File: src/rtl/bp_be_pkg.sv
// Shared types for the BE stride prefetcher: FSM states, trigger record, page geometry
// and the processor-configuration lookup used to size the datapath.
`ifndef BP_BE_PKG_SV
`define BP_BE_PKG_SV

`define BP_BE_PF_TRIGGER_WIDTH(vaddr_mp, degree_mp) ((3 * (vaddr_mp)) + (degree_mp))

package bp_be_pkg;

  typedef enum logic [0:0] {e_bp_default_cfg} bp_params_e;

  localparam int pf_vaddr_width_gp       = 39;
  localparam int pf_dcache_block_width_gp = 512;
  localparam int pf_degree_width_gp      = 4;
  localparam int pf_page_offset_gp       = 12;

  typedef enum logic [1:0] {e_idle, e_calc, e_req} bp_be_pf_state_e;

  // Stride is stored already sign-extended to the vaddr width.
  typedef struct packed {
    logic [pf_vaddr_width_gp-1:0]  pc;
    logic [pf_vaddr_width_gp-1:0]  addr;
    logic [pf_vaddr_width_gp-1:0]  stride;
    logic [pf_degree_width_gp-1:0] degree;
  } bp_be_pf_trigger_s;

  function automatic int bp_vaddr_width(bp_params_e cfg);
    case (cfg)
      e_bp_default_cfg: return pf_vaddr_width_gp;
      default:          return pf_vaddr_width_gp;
    endcase
  endfunction

  function automatic int bp_dcache_block_width(bp_params_e cfg);
    case (cfg)
      e_bp_default_cfg: return pf_dcache_block_width_gp;
      default:          return pf_dcache_block_width_gp;
    endcase
  endfunction

endpackage

`endif

File: src/rtl/bp_be_pf_trigger_buffer.sv
// One-entry overwrite buffer holding the newest unconsumed stride trigger.
// Priority: clear > set > consume.
module bp_be_pf_trigger_buffer #(
  parameter int width_p = 1
) (
  input  logic               clk_i,
  input  logic               reset_i,
  input  logic               set_i,
  input  logic [width_p-1:0] data_i,
  input  logic               consume_i,
  input  logic               clear_i,
  output logic               v_o,
  output logic               v_n_o,
  output logic [width_p-1:0] data_o
);

  logic               v_q, v_d;
  logic [width_p-1:0] data_q, data_d;

  always_comb begin
    v_d    = v_q;
    data_d = data_q;
    if (clear_i) begin
      v_d = 1'b0;
    end else if (set_i) begin
      v_d    = 1'b1;
      data_d = data_i;
    end else if (consume_i) begin
      v_d = 1'b0;
    end
  end

  always_ff @(posedge clk_i) begin
    if (reset_i) begin
      v_q    <= 1'b0;
      data_q <= '0;
    end else begin
      v_q    <= v_d;
      data_q <= data_d;
    end
  end

  assign v_o    = v_q;
  assign v_n_o  = v_d;
  assign data_o = data_q;

endmodule

File: src/rtl/bp_be_stride_prefetcher.sv
// Turns stride triggers into short streams of block-aligned prefetch requests that
// never cross a 4 KiB page. Optional duplicate-block suppression: BP_BE_PREFETCH_DEDUP_EN.
module bp_be_stride_prefetcher
  import bp_be_pkg::*;
#(
  parameter bp_params_e bp_params_p      = e_bp_default_cfg,
  parameter int         stride_width_p   = 8,
  parameter int         degree_p         = 2,
  parameter int         confirm_degree_p = 4,
  localparam int        vaddr_width_p        = bp_vaddr_width(bp_params_p),
  localparam int        dcache_block_width_p = bp_dcache_block_width(bp_params_p)
) (
  input  logic                      clk_i,
  input  logic                      reset_i,
  input  logic                      flush_i,
  input  logic                      stride_v_i,
  input  logic [stride_width_p-1:0] stride_i,
  input  logic [vaddr_width_p-1:0]  pc_i,
  input  logic [vaddr_width_p-1:0]  addr_i,
  input  logic                      start_discovery_i,
  input  logic                      confirm_discovery_i,
  output logic                      pf_v_o,
  output logic [vaddr_width_p-1:0]  pf_addr_o,
  input  logic                      pf_ready_and_i,
  output logic                      busy_o
);

  localparam int blk_off_lp = $clog2(dcache_block_width_p / 8);
  localparam int blk_w_lp   = vaddr_width_p - blk_off_lp;
  localparam int page_w_lp  = vaddr_width_p - pf_page_offset_gp;
  localparam int trig_w_lp  = `BP_BE_PF_TRIGGER_WIDTH(vaddr_width_p, pf_degree_width_gp);

  bp_be_pf_trigger_s trig_in, pend;
  logic [trig_w_lp-1:0] pend_raw;
  logic pend_v, pend_v_n, pend_set, pend_consume;
  logic unused_pc;

  always_comb begin
    trig_in        = '0;
    trig_in.pc     = pc_i;
    trig_in.addr   = addr_i;
    trig_in.stride = {{(vaddr_width_p-stride_width_p){stride_i[stride_width_p-1]}}, stride_i};
    if (confirm_discovery_i)    trig_in.degree = pf_degree_width_gp'(confirm_degree_p);
    else if (start_discovery_i) trig_in.degree = pf_degree_width_gp'(1);
    else                        trig_in.degree = pf_degree_width_gp'(degree_p);
  end

  assign pend_set = stride_v_i & (stride_i != '0);

  bp_be_pf_trigger_buffer #(.width_p(trig_w_lp)) u_trig_buf (
    .clk_i     (clk_i),
    .reset_i   (reset_i),
    .set_i     (pend_set),
    .data_i    (trig_in),
    .consume_i (pend_consume),
    .clear_i   (flush_i),
    .v_o       (pend_v),
    .v_n_o     (pend_v_n),
    .data_o    (pend_raw)
  );

  assign pend      = bp_be_pf_trigger_s'(pend_raw);
  assign unused_pc = ^pend.pc;

  bp_be_pf_state_e state_q, state_d;
  logic [vaddr_width_p-1:0]      base_q, base_d, stride_q, stride_d, pf_addr_q, pf_addr_d;
  logic [vaddr_width_p-1:0]      next_addr;
  logic [blk_w_lp-1:0]           next_blk;
  logic [page_w_lp-1:0]          page_q, page_d;
  logic [pf_degree_width_gp-1:0] cnt_q, cnt_d;
  logic                          pf_v_q, busy_q, load;
`ifdef BP_BE_PREFETCH_DEDUP_EN
  logic [blk_w_lp-1:0]           last_blk_q, last_blk_d;
`endif

  assign next_addr = base_q + stride_q;
  assign next_blk  = next_addr[vaddr_width_p-1:blk_off_lp];

  always_comb begin
    state_d      = state_q;
    base_d       = base_q;
    stride_d     = stride_q;
    cnt_d        = cnt_q;
    page_d       = page_q;
    pf_addr_d    = pf_addr_q;
    load         = 1'b0;
`ifdef BP_BE_PREFETCH_DEDUP_EN
    last_blk_d   = last_blk_q;
`endif
    case (state_q)
      e_idle: begin
        if (pend_v) begin
          load    = 1'b1;
          state_d = e_calc;
        end
      end
      e_calc: begin
        // A waiting trigger replaces whatever remains of the current stream.
        if (pend_v) begin
          load = 1'b1;
        end else begin
          base_d = next_addr;
          cnt_d  = cnt_q - 1'b1;
          if (next_addr[vaddr_width_p-1:pf_page_offset_gp] != page_q) begin
            state_d = e_idle;
`ifdef BP_BE_PREFETCH_DEDUP_EN
          end else if (next_blk == last_blk_q) begin
            state_d = (cnt_d == '0) ? e_idle : e_calc;
`endif
          end else begin
            pf_addr_d  = {next_blk, {blk_off_lp{1'b0}}};
            state_d    = e_req;
`ifdef BP_BE_PREFETCH_DEDUP_EN
            last_blk_d = next_blk;
`endif
          end
        end
      end
      e_req: begin
        if (pf_ready_and_i) begin
          if (pend_v) begin
            load    = 1'b1;
            state_d = e_calc;
          end else if (cnt_q != '0) begin
            state_d = e_calc;
          end else begin
            state_d = e_idle;
          end
        end
      end
      default: state_d = e_idle;
    endcase

    if (load) begin
      base_d     = pend.addr;
      stride_d   = pend.stride;
      cnt_d      = pend.degree;
      page_d     = pend.addr[vaddr_width_p-1:pf_page_offset_gp];
`ifdef BP_BE_PREFETCH_DEDUP_EN
      last_blk_d = pend.addr[vaddr_width_p-1:blk_off_lp];
`endif
    end

    if (flush_i) state_d = e_idle;
  end

  assign pend_consume = load & ~flush_i;

  always_ff @(posedge clk_i) begin
    if (reset_i) begin
      state_q    <= e_idle;
      base_q     <= '0;
      stride_q   <= '0;
      cnt_q      <= '0;
      page_q     <= '0;
      pf_addr_q  <= '0;
      pf_v_q     <= 1'b0;
      busy_q     <= 1'b0;
`ifdef BP_BE_PREFETCH_DEDUP_EN
      last_blk_q <= '0;
`endif
    end else begin
      state_q    <= state_d;
      base_q     <= base_d;
      stride_q   <= stride_d;
      cnt_q      <= cnt_d;
      page_q     <= page_d;
      pf_addr_q  <= pf_addr_d;
      pf_v_q     <= (state_d == e_req);
      busy_q     <= (state_d != e_idle) | pend_v_n;
`ifdef BP_BE_PREFETCH_DEDUP_EN
      last_blk_q <= last_blk_d;
`endif
    end
  end

  assign pf_v_o    = pf_v_q;
  assign pf_addr_o = pf_addr_q;
  assign busy_o    = busy_q;

endmodule

File: config.mk
export PLATFORM = sky130hd
export DESIGN_NAME = bp_be_stride_prefetcher
export DESIGN_NICKNAME = d
export VERILOG_FILES = /design/src/rtl/bp_be_pkg.sv /design/src/rtl/bp_be_pf_trigger_buffer.sv /design/src/rtl/bp_be_stride_prefetcher.sv
export SDC_FILE = /design/constraint.sdc
export NUM_CORES = 1
export LEC_CHECK = 0
export CAP_MARGIN = 20
export CELL_PAD_IN_SITES_DETAIL_PLACEMENT = 0
export CELL_PAD_IN_SITES_GLOBAL_PLACEMENT = 1
export CORE_MARGIN = 4
export CORE_UTILIZATION = 35
export DETAILED_ROUTE_END_ITERATION = 10
export DONT_BUFFER_PORTS = 1
export PLACE_DENSITY = 0.71
export SYNTH_ARGS = -nofsm -noshare
export SYNTH_HDL_FRONTEND = slang
export SYNTH_HIERARCHICAL = 1
export SYNTH_SLANG_ARGS = --single-unit
File: constraint.sdc
create_clock -name clk_i -period 3.6 [get_ports clk_i]
set_clock_uncertainty 0.2 [all_clocks]
set_input_delay 0.18 -clock clk_i [delete_from_list [all_inputs] [get_ports clk_i]]
set_output_delay 0.18 -clock clk_i [all_outputs]
set_load 0.005 [all_outputs]
Yosys cells after proc, flatten, opt, wreduce, memory -nomap -nowiden --
Cells that the tools add are included.
Word-level totals: logic and storage cells 54, register bits 229, output and inout port bits 41, input bits 93
Cells by class: muxes and demuxes 22, bitwise gates (word level) 6, add/sub/neg operators 2, eq/ne operators 5, reduce and logical (&&, ||, !) cells 9
Operators by type and width (number):
- $mux W39 | 3
- $add A39 B39 Y39 | 1
- $ne A27 B27 Y1 | 1
- $mux W2 | 6
- $mux W4 | 3
- $reduce_bool A8 Y1 | 1
- $mux W1 | 7
- $pmux W2 S3 | 1
- $eq A2 B2 Y1 const B | 2
- $reduce_and A2 Y1 | 2
- $reduce_bool A2 Y1 | 2
- $reduce_bool A4 Y1 | 1
- $sub A4 B1 Y4 const B | 1
- $mux W3 | 1
- $not A1 Y1 | 3
- $reduce_and A3 Y1 | 1
- $and A1 B1 Y1 | 2
- $eq A2 B1 Y1 const B | 1
- $logic_not A2 Y1 | 1
- $ne A2 B2 Y1 const B | 1
- $pmux W1 S2 | 1
- $reduce_or A2 Y1 | 1
- $or A1 B1 Y1 | 1

Longest topological paths before layout --
depth in word-level cells 8, depth in mapped cells 16

Hierarchy --
Netlist, hierarchy kept.
Modules (own cells, without submodules):
- bp_be_stride_prefetcher | area each 9201.3 um^2, instances 1, sequential area each 2922.8 um^2, cells an instance 1182
- bp_be_pf_trigger_buffer | area each 5522.8 um^2, instances 1, sequential area each 2442.3 um^2, cells an instance 556

Worst setup path before layout --
OpenSTA, ideal clock, no wires.
kind register to register, start point register base_q[0], end point register pf_addr_q[28] (netlist: pf_addr_o[28]), data arrival time 3.544 ns, path buffers 0, period minus slack after synthesis 3.867 ns, slack -0.267 ns, stages on the path, launching flop included 15, required time 3.277 ns, cell sequence dfxtp_1 ha_1 inv_1 fa_1 nand2b_1 a21oi_2 o21ai_0 a211oi_2 o31ai_2 xnor3_1 a2111o_1 nor3b_1 nand4_1 or4b_4 mux2_1
Between the ends: longest elaborated chain between the ends 4
Ends and longest elaborated chain:
- start: declaration | RTL line bp_be_stride_prefetcher.sv:66 | logic [vaddr_width_p-1:0] base_q, base_d, stride_q, stride_d, pf_addr_q, pf_addr_d;
- start signal: assignment | RTL line bp_be_stride_prefetcher.sv:164 | base_q <= base_d;
- $add A39 B39 Y39 (*) | RTL line bp_be_stride_prefetcher.sv:76 | assign next_addr = base_q + stride_q;
- $ne A27 B27 Y1 | RTL line bp_be_stride_prefetcher.sv:104 | if (next_addr[vaddr_width_p-1:pf_page_offset_gp] != page_q) begin
- $not A1 Y1 (no line)
- $reduce_and A3 Y1 (no line)
- end signal: assignment | RTL line bp_be_stride_prefetcher.sv:168 | pf_addr_q <= pf_addr_d;
- end: declaration | RTL line bp_be_stride_prefetcher.sv:66
Mark *: on every way between the ends. The rest lies on a longest branch, timed or not. A chain may end at the register's enable or synchronous reset.

Final worst setup path --
start point register base_q[20], end point register pf_addr_q[38] (netlist: pf_addr_o[38])
The elaborated chain is that of the path after synthesis.

==> results.cfg <==
[clock_tree]
cts_tree = done
clk_latency_ns = 0.54
cts.clk_slew.worst_paths_ns = 0.07
cts-htree-levels = 1
cts_sinks = 229
clockBufferDepth = 3
cts-buffers-inserted = 26
cts_root_buf = clkbuf_16

[critical_path]
worstPathArrival_ns = 4.41
path_class = flop to flop
critPathSlowestCell = or4_1
crit_fanout = 5
cp_num_buf_inv = 2
endpoint_kind = flop
critical_path.cell_chain = ha_4 > buf_4 > nand4_1 > nor3_1 > a222oi_1 > buf_4 > and4_4 > o2111a_1 > o2111a_1 > o2111ai_2 > nor4_4 > nand4_4 > or4_1 > a21oi_1
cp_top_family = simple AND/OR/NAND/NOR gates
slowest_delay_ns = 0.59
r2r_cells = 14
crit_path_start_kind = flop
critPathRequiredTime_ns = 3.87
critical_path_depth = 14

[yosys]
synth_area_per_cell_um2 = 8.29
yosysWarnings = 6
synth_area_mm2 = 0.0130
synthCells = 1570

[run]
max_cap_viol_count = 0

[place]
io_buffer_count = 0
dpl.hpwl_um = 31200
dp_slack_ns = -0.666
placedCellCount = 2131
place.gp.congestion = 0.912

[global_route]
antenna_found_initial = 2
grt_overflow = 0
grt_pass1_vias = 12500
grt_use_total_pct = 21.4
grt_max_degree = 249
grt_pass1_wl_um = 70800

[sta]
rsz0062_at_grt = true
slew_headroom_pct = 42.7
worstMarginPinSlew_ns = 0.859
fin_crit_ns = 4.14
finalSetupViolCount = 36
min_period_over_period_pct = 115
finalMaxSlewViolations = 0
holdWs_ns = -0.00582
timing.fmax_mhz = 241
setup_slack_ns = -0.541
hold_viol = 1

[detailed_routing]
ant_nets = 0
vias = 12900
totalWireLength_um = 46200
dr.pass1.iters = 5
vias_per_cell = 5.53
routedWlPerCell_um = 19.8
drc = 0
drt_iter0_drc = 1073

[floorplanning]
fp.dieH_um = 201
dieWidth_um = 201
coreArea_mm2 = 0.0366
ios = 134
die_area_mm2 = 0.0403
rows = 70
floorplan.initialDensity_pct = 35.5

[power]
power_density_mw_per_mm2 = 328
pwr-share-clk_pct = 44.0
vdd_drop_max_v = 0.000313
swShare_pct = 25.9
total_power_mw = 6.02
p_int_mw = 4.47
p_leak_nw = 7.02
pwr-share-comb_pct = 11.9
switchingPower_mw = 1.56
seqPwrFrac_pct = 44.1

[cells_and_area]
drive_gt1_share_pct = 25.1
fin_cells = 2336
area_growth_pct = 41.0
nets = 1983

[status]
status = finished, violations left
violations = negative hold slack, negative setup slack

[worst_hold_path]
holdPathStages = 2
hold_path.class = input port to flop
==> metrics by stage <==
stage                     TNS, ns  util (%)  cell area, µm²  hold slack, ns
after floorplan           -0.0480         -           13100          0.0585
after global placement     -21.69      40.5           14800          0.0737
after detailed placement   -21.43      40.5           14800          0.0771
after CTS                  -14.30      47.7           17500         0.00596
after global routing       -20.24      50.1           18300          0.0467
final                      -15.92      50.1           18300        -0.00582
==> repair_timing <==
action	in CTS	in global routing
hold buffers	137	0
endpoints found under the setup margin	36	40
cloned	0	3
pin swaps	18	79
buffers inserted	10	8
resized for setup	60	130
endpoints found under the hold margin	229	0
==> final cells by class <==
type | count | area [µm²]
antenna | 1 | 2.50
clock buffer | 36 | 759
clock inverter | 10 | 91.3
fill | 3519 | 18300
inverter | 15 | 56.3
multi-input combinational | 1184 | 8790
sequential | 229 | 4600
tap | 468 | 586
timing repair buffer | 393 | 3460
==> state kept, by name, summed over array words and instances (netlist names) <==
signal	cells
base_q	39
busy_o	1
cnt_q	4
page_q	27
pf_addr_o	33
pf_v_o	1
state_q	2
stride_q	39
u_trig_buf/data_o	82
u_trig_buf/v_o	1
==> worst paths after layout <==
path	from	to	slack, ns
max	base_q[20]	pf_addr_o[38]	-0.54
max reg2reg	base_q[20]	pf_addr_o[38]	-0.54
min	reset_i	base_q[5]	-0.006
min reg2reg	u_trig_buf/data_o[21]	stride_q[17]	0.25
==> metal layers <==
| layer | routed length (µm) | up-vias | part of all wire (%) | GRT usage (%) |
|---|---|---|---|---|
| met5 | 13 | - | 0.028 | 0 |
| met4 | 744 | 2 | 1.6 | 4.74 |
| met3 | 2660 | 47 | 5.8 | 4.28 |
| met2 | 20800 | 314 | 45 | 33.0 |
| met1 | 22000 | 6280 | 48 | 31.1 |
| li1 | - | 6265 | - | - |
==> cell usage in the layout (no fill, tap or decap), types with 10 or more instances in the layout <==
cell           count
a211oi_1          10
a21o_1            12
a21oi_1          133
a21oi_2           11
a222oi_1          30
buf_4            243
clkbuf_16         29
dfxtp_1          217
dfxtp_2           12
dlygate4sd3_1    134
ha_1              26
ha_4              11
inv_1             14
nand2_1          206
nand2b_1          89
nand3_1           15
nand4_1           48
nand4bb_1         82
nor2_1            85
nor3_1            15
o21ai_0           24
o21ai_1           92
o31ai_4           29
xnor2_1           27
xor2_1            17
==> power by group through the flow <==
stage | Combinational [mW] | Sequential (mW) | Clock (mW)
2_1_floorplan | 0.401 | 2.69 | 0
3_3_place_gp | 0.505 | 2.71 | 0
3_5_place_dp | 0.512 | 2.71 | 0
4_1_cts | 0.668 | 2.65 | 2.71
5_1_grt | 0.777 | 2.66 | 2.80
6_report | 0.716 | 2.66 | 2.65
Power figures use the tool's default switching activity.
